$ cat src/rtl/datapath_ctrl_pkg.sv
// Shared definitions for the datapath controller: opcodes, ALU/shift codes, FSM states.
// Build option ILLEGAL_TRAP_EN adds a sticky TRAP state for illegal instructions.
package datapath_ctrl_pkg;

  localparam int IR_W = 16;

  localparam logic [2:0] OPC_MOV = 3'b110;
  localparam logic [2:0] OPC_ALU = 3'b101;

  localparam logic [1:0] OP_MOVI = 2'b10;
  localparam logic [1:0] OP_MOVR = 2'b00;
  localparam logic [1:0] OP_ADD  = 2'b00;
  localparam logic [1:0] OP_CMP  = 2'b01;
  localparam logic [1:0] OP_AND  = 2'b10;
  localparam logic [1:0] OP_MVN  = 2'b11;

  typedef enum logic [1:0] {ALU_ADD, ALU_SUB, ALU_AND, ALU_NOT} aluop_e;
  typedef enum logic [1:0] {NO_SHIFT, LS, RS_MSB_0, RS_MSB_CP} shift_e;

  typedef enum logic [2:0] {
    S_WAIT, S_WR_IMM, S_GET_A, S_GET_B, S_ALU, S_WR_RD
`ifdef ILLEGAL_TRAP_EN
    , S_TRAP
`endif
  } state_e;

  typedef enum logic [2:0] {I_MOVI, I_MOVR, I_ADD, I_CMP, I_AND, I_MVN, I_ILL} instr_e;

  typedef struct packed {
    instr_e          kind;
    logic            legal;
    logic [2:0]      rn;
    logic [2:0]      rd;
    logic [1:0]      sh;
    logic [2:0]      rm;
    logic [IR_W-1:0] sximm8;
  } dec_t;

  function automatic logic [IR_W-1:0] sext8(input logic [7:0] v);
    return {{(IR_W-8){v[7]}}, v};
  endfunction

endpackage

$ cat src/rtl/datapath_ctrl_if.sv
// Fetch-side handshake plus the control bundle driven into the register-file/ALU datapath.
interface datapath_ctrl_if;
  import datapath_ctrl_pkg::*;

  logic            load;
  logic [IR_W-1:0] in;
  logic            s;
  logic            w;
  logic [2:0]      readnum;
  logic [2:0]      writenum;
  logic            write;
  logic            loada;
  logic            loadb;
  logic            loadc;
  logic            loads;
  logic            vsel;
  logic            asel;
  logic            bsel;
  logic [1:0]      ALUop;
  logic [1:0]      shift;
  logic [IR_W-1:0] sximm8;
  logic            trap;

  modport slave (
    input  load, in, s,
    output w, readnum, writenum, write, loada, loadb, loadc, loads,
           vsel, asel, bsel, ALUop, shift, sximm8, trap
  );

  modport master (
    output load, in, s,
    input  w, readnum, writenum, write, loada, loadb, loadc, loads,
           vsel, asel, bsel, ALUop, shift, sximm8, trap
  );
endinterface

$ cat src/rtl/datapath_ctrl_instr_decode.sv
// Combinational instruction decode: field extraction, imm8 sign extension, legality.
module instr_decode
  import datapath_ctrl_pkg::*;
(
  input  logic [IR_W-1:0] i_ir,
  output dec_t            o_dec
);

  always_comb begin
    o_dec.kind   = I_ILL;
    o_dec.rn     = i_ir[10:8];
    o_dec.rd     = i_ir[7:5];
    o_dec.sh     = i_ir[4:3];
    o_dec.rm     = i_ir[2:0];
    o_dec.sximm8 = sext8(i_ir[7:0]);
    case (i_ir[15:13])
      OPC_MOV: begin
        if (i_ir[12:11] == OP_MOVI)      o_dec.kind = I_MOVI;
        else if (i_ir[12:11] == OP_MOVR) o_dec.kind = I_MOVR;
      end
      OPC_ALU: begin
        case (i_ir[12:11])
          OP_ADD:  o_dec.kind = I_ADD;
          OP_CMP:  o_dec.kind = I_CMP;
          OP_AND:  o_dec.kind = I_AND;
          default: o_dec.kind = I_MVN;
        endcase
      end
      default: o_dec.kind = I_ILL;
    endcase
    o_dec.legal = (o_dec.kind != I_ILL);
  end

endmodule

$ cat src/rtl/datapath_ctrl.sv
// Instruction-sequencing controller: IR, Moore FSM and control decode for the datapath.
// Define ILLEGAL_TRAP_EN to make illegal instructions lock the controller in TRAP.
module datapath_ctrl
  import datapath_ctrl_pkg::*;
(
  input logic            clk,
  input logic            reset_n,
  datapath_ctrl_if.slave bus
);

  logic [IR_W-1:0] r_ir;
  state_e          r_state;
  state_e          w_next;
  dec_t            w_dec;

  logic       w_w, w_write, w_loada, w_loadb, w_loadc, w_loads, w_vsel, w_asel;
  logic [2:0] w_readnum, w_writenum;
  aluop_e     w_aluop;
  shift_e     w_shift;

  instr_decode u_dec (.i_ir(r_ir), .o_dec(w_dec));

  always_ff @(posedge clk or negedge reset_n) begin
    if (!reset_n) begin
      r_state <= S_WAIT;
      r_ir    <= '0;
    end else begin
      r_state <= w_next;
      if (r_state == S_WAIT && bus.load) r_ir <= bus.in;
    end
  end

  // A load in WAIT takes priority over s so a fresh IR is never launched in the same edge.
  always_comb begin
    w_next = r_state;
    case (r_state)
      S_WAIT: begin
        if (!bus.load && bus.s) begin
          if (!w_dec.legal) begin
`ifdef ILLEGAL_TRAP_EN
            w_next = S_TRAP;
`else
            w_next = S_WAIT;
`endif
          end else begin
            case (w_dec.kind)
              I_MOVI:             w_next = S_WR_IMM;
              I_ADD, I_AND, I_CMP: w_next = S_GET_A;
              default:            w_next = S_GET_B;
            endcase
          end
        end
      end
      S_WR_IMM: w_next = S_WAIT;
      S_GET_A:  w_next = S_GET_B;
      S_GET_B:  w_next = S_ALU;
      S_ALU:    w_next = (w_dec.kind == I_CMP) ? S_WAIT : S_WR_RD;
      S_WR_RD:  w_next = S_WAIT;
      default:  w_next = r_state;
    endcase
  end

  always_comb begin
    w_w        = 1'b0;
    w_readnum  = '0;
    w_writenum = '0;
    w_write    = 1'b0;
    w_loada    = 1'b0;
    w_loadb    = 1'b0;
    w_loadc    = 1'b0;
    w_loads    = 1'b0;
    w_vsel     = 1'b0;
    w_asel     = 1'b0;
    w_aluop    = ALU_ADD;
    w_shift    = NO_SHIFT;
    case (r_state)
      S_WAIT: w_w = 1'b1;
      S_WR_IMM: begin
        w_writenum = w_dec.rn;
        w_write    = 1'b1;
        w_vsel     = 1'b1;
      end
      S_GET_A: begin
        w_readnum = w_dec.rn;
        w_loada   = 1'b1;
      end
      S_GET_B: begin
        w_readnum = w_dec.rm;
        w_loadb   = 1'b1;
      end
      S_ALU: begin
        w_shift = shift_e'(w_dec.sh);
        case (w_dec.kind)
          I_CMP: begin
            w_aluop = ALU_SUB;
            w_loads = 1'b1;
          end
          I_AND: begin
            w_aluop = ALU_AND;
            w_loadc = 1'b1;
          end
          I_MVN: begin
            w_aluop = ALU_NOT;
            w_asel  = 1'b1;
            w_loadc = 1'b1;
          end
          I_MOVR: begin
            w_asel  = 1'b1;
            w_loadc = 1'b1;
          end
          default: w_loadc = 1'b1;
        endcase
      end
      S_WR_RD: begin
        w_writenum = w_dec.rd;
        w_write    = 1'b1;
      end
      default: ;
    endcase
  end

  assign bus.w        = w_w;
  assign bus.readnum  = w_readnum;
  assign bus.writenum = w_writenum;
  assign bus.write    = w_write;
  assign bus.loada    = w_loada;
  assign bus.loadb    = w_loadb;
  assign bus.loadc    = w_loadc;
  assign bus.loads    = w_loads;
  assign bus.vsel     = w_vsel;
  assign bus.asel     = w_asel;
  assign bus.bsel     = 1'b0;
  assign bus.ALUop    = w_aluop;
  assign bus.shift    = w_shift;
  assign bus.sximm8   = w_dec.sximm8;
`ifdef ILLEGAL_TRAP_EN
  assign bus.trap     = (r_state == S_TRAP);
`else
  assign bus.trap     = 1'b0;
`endif

endmodule

$ cat src/flat_wrapper.sv
// flat-port wrapper written by rule: the top's interface ports become plain ports
module datapath_ctrl_flat import datapath_ctrl_pkg::*;
  (clk, reset_n, bus_load, bus_in, bus_s, bus_w, bus_readnum, bus_writenum, bus_write, bus_loada, bus_loadb, bus_loadc, bus_loads, bus_vsel, bus_asel, bus_bsel, bus_ALUop, bus_shift, bus_sximm8, bus_trap);
  datapath_ctrl_if bus_i ();
  input logic clk;
  input logic reset_n;
  input wire logic [$bits(bus_i.load)-1:0] bus_load;
  input wire logic [$bits(bus_i.in)-1:0] bus_in;
  input wire logic [$bits(bus_i.s)-1:0] bus_s;
  output wire logic [$bits(bus_i.w)-1:0] bus_w;
  output wire logic [$bits(bus_i.readnum)-1:0] bus_readnum;
  output wire logic [$bits(bus_i.writenum)-1:0] bus_writenum;
  output wire logic [$bits(bus_i.write)-1:0] bus_write;
  output wire logic [$bits(bus_i.loada)-1:0] bus_loada;
  output wire logic [$bits(bus_i.loadb)-1:0] bus_loadb;
  output wire logic [$bits(bus_i.loadc)-1:0] bus_loadc;
  output wire logic [$bits(bus_i.loads)-1:0] bus_loads;
  output wire logic [$bits(bus_i.vsel)-1:0] bus_vsel;
  output wire logic [$bits(bus_i.asel)-1:0] bus_asel;
  output wire logic [$bits(bus_i.bsel)-1:0] bus_bsel;
  output wire logic [$bits(bus_i.ALUop)-1:0] bus_ALUop;
  output wire logic [$bits(bus_i.shift)-1:0] bus_shift;
  output wire logic [$bits(bus_i.sximm8)-1:0] bus_sximm8;
  output wire logic [$bits(bus_i.trap)-1:0] bus_trap;
  assign bus_i.load = bus_load;
  assign bus_i.in = bus_in;
  assign bus_i.s = bus_s;
  assign bus_w = bus_i.w;
  assign bus_readnum = bus_i.readnum;
  assign bus_writenum = bus_i.writenum;
  assign bus_write = bus_i.write;
  assign bus_loada = bus_i.loada;
  assign bus_loadb = bus_i.loadb;
  assign bus_loadc = bus_i.loadc;
  assign bus_loads = bus_i.loads;
  assign bus_vsel = bus_i.vsel;
  assign bus_asel = bus_i.asel;
  assign bus_bsel = bus_i.bsel;
  assign bus_ALUop = bus_i.ALUop;
  assign bus_shift = bus_i.shift;
  assign bus_sximm8 = bus_i.sximm8;
  assign bus_trap = bus_i.trap;
  datapath_ctrl u_core (.clk(clk), .reset_n(reset_n), .bus(bus_i));
endmodule
$ cat config.mk
export PLATFORM = sky130hd
export DESIGN_NAME = datapath_ctrl_flat
export DESIGN_NICKNAME = d
export VERILOG_FILES = /design/src/rtl/datapath_ctrl_pkg.sv /design/src/rtl/datapath_ctrl_if.sv /design/src/rtl/datapath_ctrl_instr_decode.sv /design/src/rtl/datapath_ctrl.sv /design/src/flat_wrapper.sv
export SDC_FILE = /design/constraint.sdc
export NUM_CORES = 1
export LEC_CHECK = 0
export ABC_CLOCK_PERIOD_IN_PS = 4100
export CAP_MARGIN = 10
export CORE_ASPECT_RATIO = 0.7
export CORE_MARGIN = 2
export CORE_UTILIZATION = 25
export DETAILED_ROUTE_END_ITERATION = 10
export GPL_TIMING_DRIVEN = 0
export PLACE_DENSITY = 0.62
export SYNTH_ARGS = -nofsm -noshare
export SYNTH_HDL_FRONTEND = slang
export SYNTH_SLANG_ARGS = --single-unit
$ cat constraint.sdc
create_clock -name clk -period 4.1 [get_ports clk]
set_clock_uncertainty 0.05 [all_clocks]
set_input_delay 1.23 -clock clk [delete_from_list [all_inputs] [get_ports clk]]
set_output_delay 1.23 -clock clk [all_outputs]
set_load 0.01 [all_outputs]
==> results.md <==
Outcome:
- The flow ran to the end, and the final reports show no timing, DRC or antenna violations.

Setup path:
- The critical path class is register to output pin.
- The count of buffering cells on the critical path with inverters included is 1.
- For this run, the slowest stage of the critical path takes 0.65 ns.
- The cell family with the largest share of critical-path delay is simple AND/OR/NAND/NOR gates.
- The critical path capture point type is an output pin.
- The data arrival at the endpoint of the critical path is 2.25 ns.
- Of all nets on the critical path, the largest fanout is 9.
- The cell at the slowest stage of the critical path is nor3b_1.
- STA puts the critical path data required time at 2.82 ns.
- The worst setup path is launched from a register.
- Traced cell by cell, the critical path runs through nor3b_1, and4_1, clkdlybuf4s50_1.

Job:
- The tool flagged a number of max-cap violations equal to 0.

Synth:
- After synthesis the netlist holds a flip-flop and latch count of 19.
- The fraction of registers with async set or reset after synthesis is 1.000.
- The combinational family with the most area after synthesis is multiplexers.
- The average instance in the mapped netlist occupies 11.12 um^2.
- For this run, the number of Yosys warnings is 0.
- The fraction of the mapped netlist area in simple logic gates is 0.1426.
- The synthesized-area fraction occupied by xor and xnor cells is 0.
- The multiplexer share of the synthesized area is 0.2122.
- Among all flip-flop cells after synthesis, the most frequent one is dfrtp_1.
- Yosys mapped a number of flops with a built-in enable equal to 0.
- The sequential share of the synthesized area is 0.4073.
- The mapped cell area is 1167 um^2.
- The cell count after synthesis is 105.
- Of the total synthesized cell area, the portion taken by full adders, half adders and majority gates is 0.
- After synthesis, the netlist uses 30 different library cells.
- The complex-gate fraction of the synthesized area is 0.06967.
- Yosys attributes the largest share of cell area to dfrtp_1, mux2_4, buf_4, mux2_2, nor2_1.
- The top-area cell type share of the netlist area is 0.4073.
- The largest total area in the synthesized netlist belongs to dfrtp_1.

Drt:
- The post-detailed-route via-to-cell ratio is 4.294.
- The total number of vias is 936.
- Dividing the detail-routed wire length by the instance count gives 13.44 um.
- After detailed routing, the total wire length is 2.929 mm.
- The count of nets left with antenna violations after detail routing is 0.
- The number of DRC violations after detailed routing is 0.
- The first TritonRoute pass finished after 4 iterations.
- The number of violations reported at the end of detailed-routing iteration 0 is 45.

Finish:
- In the final layout, the share of cells above drive strength 1 is 0.2577.
- Summing all flip-flop and latch instances after layout gives 475.5 um^2.
- The number of nets at the end of the flow is 184.
- The area used by multi-input combinational logic is 503.0 um^2.
- The number of fill cells in the layout is 435.
- The number of antenna diodes in the final layout is 0.
- The area growth from synthesis to layout is 55.52%.

Timing:
- The final critical-path required period is 3.533 ns.
- At the pin with the least slew margin, the transition time is 0.8535 ns.
- The portion of the clock cycle consumed by the worst path in the final layout is 0.8617.
- Setup repair after global routing left no endpoint under its margin.
- The count of pins over their slew limit was 0.
- The worst setup slack after layout is 0.5669 ns.
- In this run the tightest slew margin relative to its limit is 0.4292.
- The hold violation total from the final report came to 0.
- The final setup violation count is 0.
- After routing, the total negative slack on setup checks comes to 0 ns.
- Timing would allow up to 283.0 MHz.

CTS:
- Post-CTS repair changed the size of 0 cells.
- The buffer levels on the longest clock path is 2.
- Clock latency on the worst-skew pair, taken at its later pin, is 0.25 ns.
- TritonCTS built the clock tree.
- After clock tree synthesis, the flow added hold-fix buffers numbering 0.
- The buffer cell driving the clock tree root is clkbuf_8.
- In this run the number of H-tree levels came out at 1.
- Counting the buffers created by CTS gives 3.
- The clock transition at the registers of the reported paths is 0.07 ns.
- The post-CTS setup-driven buffer insertion count is 0.
- Counting every sink on the clock net gives 19.

Global route:
- After global routing the overflow that remains totals 0.
- The combined global-route utilization of all metal layers is 0.1133.
- The number of antenna violations at the first check in global routing is 0.
- The maximum number of pins on one net before global-route repair is 20.
- The global-route wire length before repair is 4.498 mm.
- The number of global-route vias before repair is 942.

Placement:
- The worst slack at placement is 0.8460 ns.
- Routability-driven placement finished with a final weighted congestion of 0.7052.
- The placed wire-length estimate is 2.325 mm.
- Buffers placed on the I/O ports in this run total 53.

Die:
- The floorplan has 20 rows.
- The I/O pin count is 56.
- The die covers 5241 um^2.
- The die is 85.68 um wide.
- The initial utilization of the core area, before any placement, comes to 0.2651.
- The core region is 4404 um^2.
- The die is 61.17 um tall.

Power:
- The leakage power of the design is 0.8035 nW.
- The total power divided by cell area is 735.6 nW/um^2.
- VDD sags by at most 0.3023 mV.

Min path:
- The classification of the worst-slack hold path is register to register.
## registers in the layout (all words and copies together), names as in the netlist
name            cells
u_core.r_ir        16
u_core.r_state      3
## cells in the mapped netlist, types with 2 or more instances
| cell type | number |
|---|---|
| and2_1 | 3 |
| nor2b_1 | 3 |
| nor3b_1 | 3 |
| o21ai_0 | 2 |
| inv_1 | 4 |
| dfrtp_1 | 19 |
| mux2_2 | 6 |
| buf_4 | 18 |
| and4_1 | 2 |
| mux2_4 | 10 |
| nand2_1 | 2 |
| nor2_1 | 9 |
| a22o_1 | 3 |
| mux2i_1 | 3 |
| a21oi_1 | 3 |
## per-stage QoR
| step | utilization | power [W] | hold slack [ns] | std cells | area (um^2) |
|---|---|---|---|---|---|
| after global routing | 0.4122 | 0.001426 | 0.5162 | 218 | 1815 |
| after CTS | 0.4122 | 0.001351 | 0.5007 | 218 | 1815 |
| final | 0.4122 | 0.001335 | 0.4980 | 218 | 1815 |
| after detailed placement | 0.4020 | 0.001216 | 0.4730 | 214 | 1770 |
| after floorplan | - | 0.0008455 | 0.4464 | 106 | 1171 |
| after global placement | 0.4020 | 0.001188 | 0.4709 | 214 | 1770 |
## where the power goes
part,leakage [nW],internal (W),switching [W]
clock,0.0228,0.0000690,0.0000602
combinational,0.554,0.000524,0.000289
sequential,0.227,0.000284,0.000109
total,0.804,0.000877,0.000458
## final timing paths
| check | from | end | slack (ns) | cells after the start |
|---|---|---|---|---|
| worst max-delay path | u_core.r_state[1] | bus_ALUop[1] | 0.57 | 3 |
| min in group asynchronous | reset_n | u_core.r_ir[1] | 1.41 | 1 |
| worst min register to register | u_core.r_ir[6] | u_core.r_ir[6] | 0.50 | 1 |
| worst max register to register | u_core.r_state[1] | u_core.r_ir[14] | 2.25 | 6 |
| max in group asynchronous | reset_n | u_core.r_ir[14] | 2.06 | 1 |
| worst min-delay path | u_core.r_ir[6] | u_core.r_ir[6] | 0.50 | 1 |
## metal layers
layer  GRT usage  up-vias  wire, um
met4     0.02494        0        10
met3     0.03619        2       153
li1            -      455         -
met5           0        -         0
met2      0.1853       31      1421
met1      0.1499      448      1344
## layout by cell type, fill, tap and decap left out, types with 2 or more instances in the layout
cell / n
buf_4: 18
nor2b_1: 3
mux2_2: 6
conb_1: 2
and4_1: 2
clkbuf_1: 2
nand2_1: 2
and2_1: 3
nor3b_1: 3
mux2i_1: 3
a22o_1: 3
o21ai_0: 2
inv_1: 4
clkbuf_8: 3
clkdlybuf4s50_1: 53
a21oi_1: 3
nor2_1: 9
mux2_4: 10
dfrtp_1: 19
## area by class of cell
| class | count | share of cell area |
|---|---|---|
| well taps | 55 | 0.03790 |
| inverters | 5 | 0.01034 |
| clock buffers | 4 | 0.02481 |
| multi-input cells | 61 | 0.2771 |
| flip-flops and latches | 19 | 0.2619 |
| repair buffers | 53 | 0.2922 |
| plain buffers | 21 | 0.09580 |
## cells by family after synthesis
family	after synthesis
AO/OA/AOI/OAI	12
buffers and inverters	26
flip-flops	19
multiplexers	19
other	1
AND/OR/NAND/NOR	28
(Power assumes the default switching activity.)
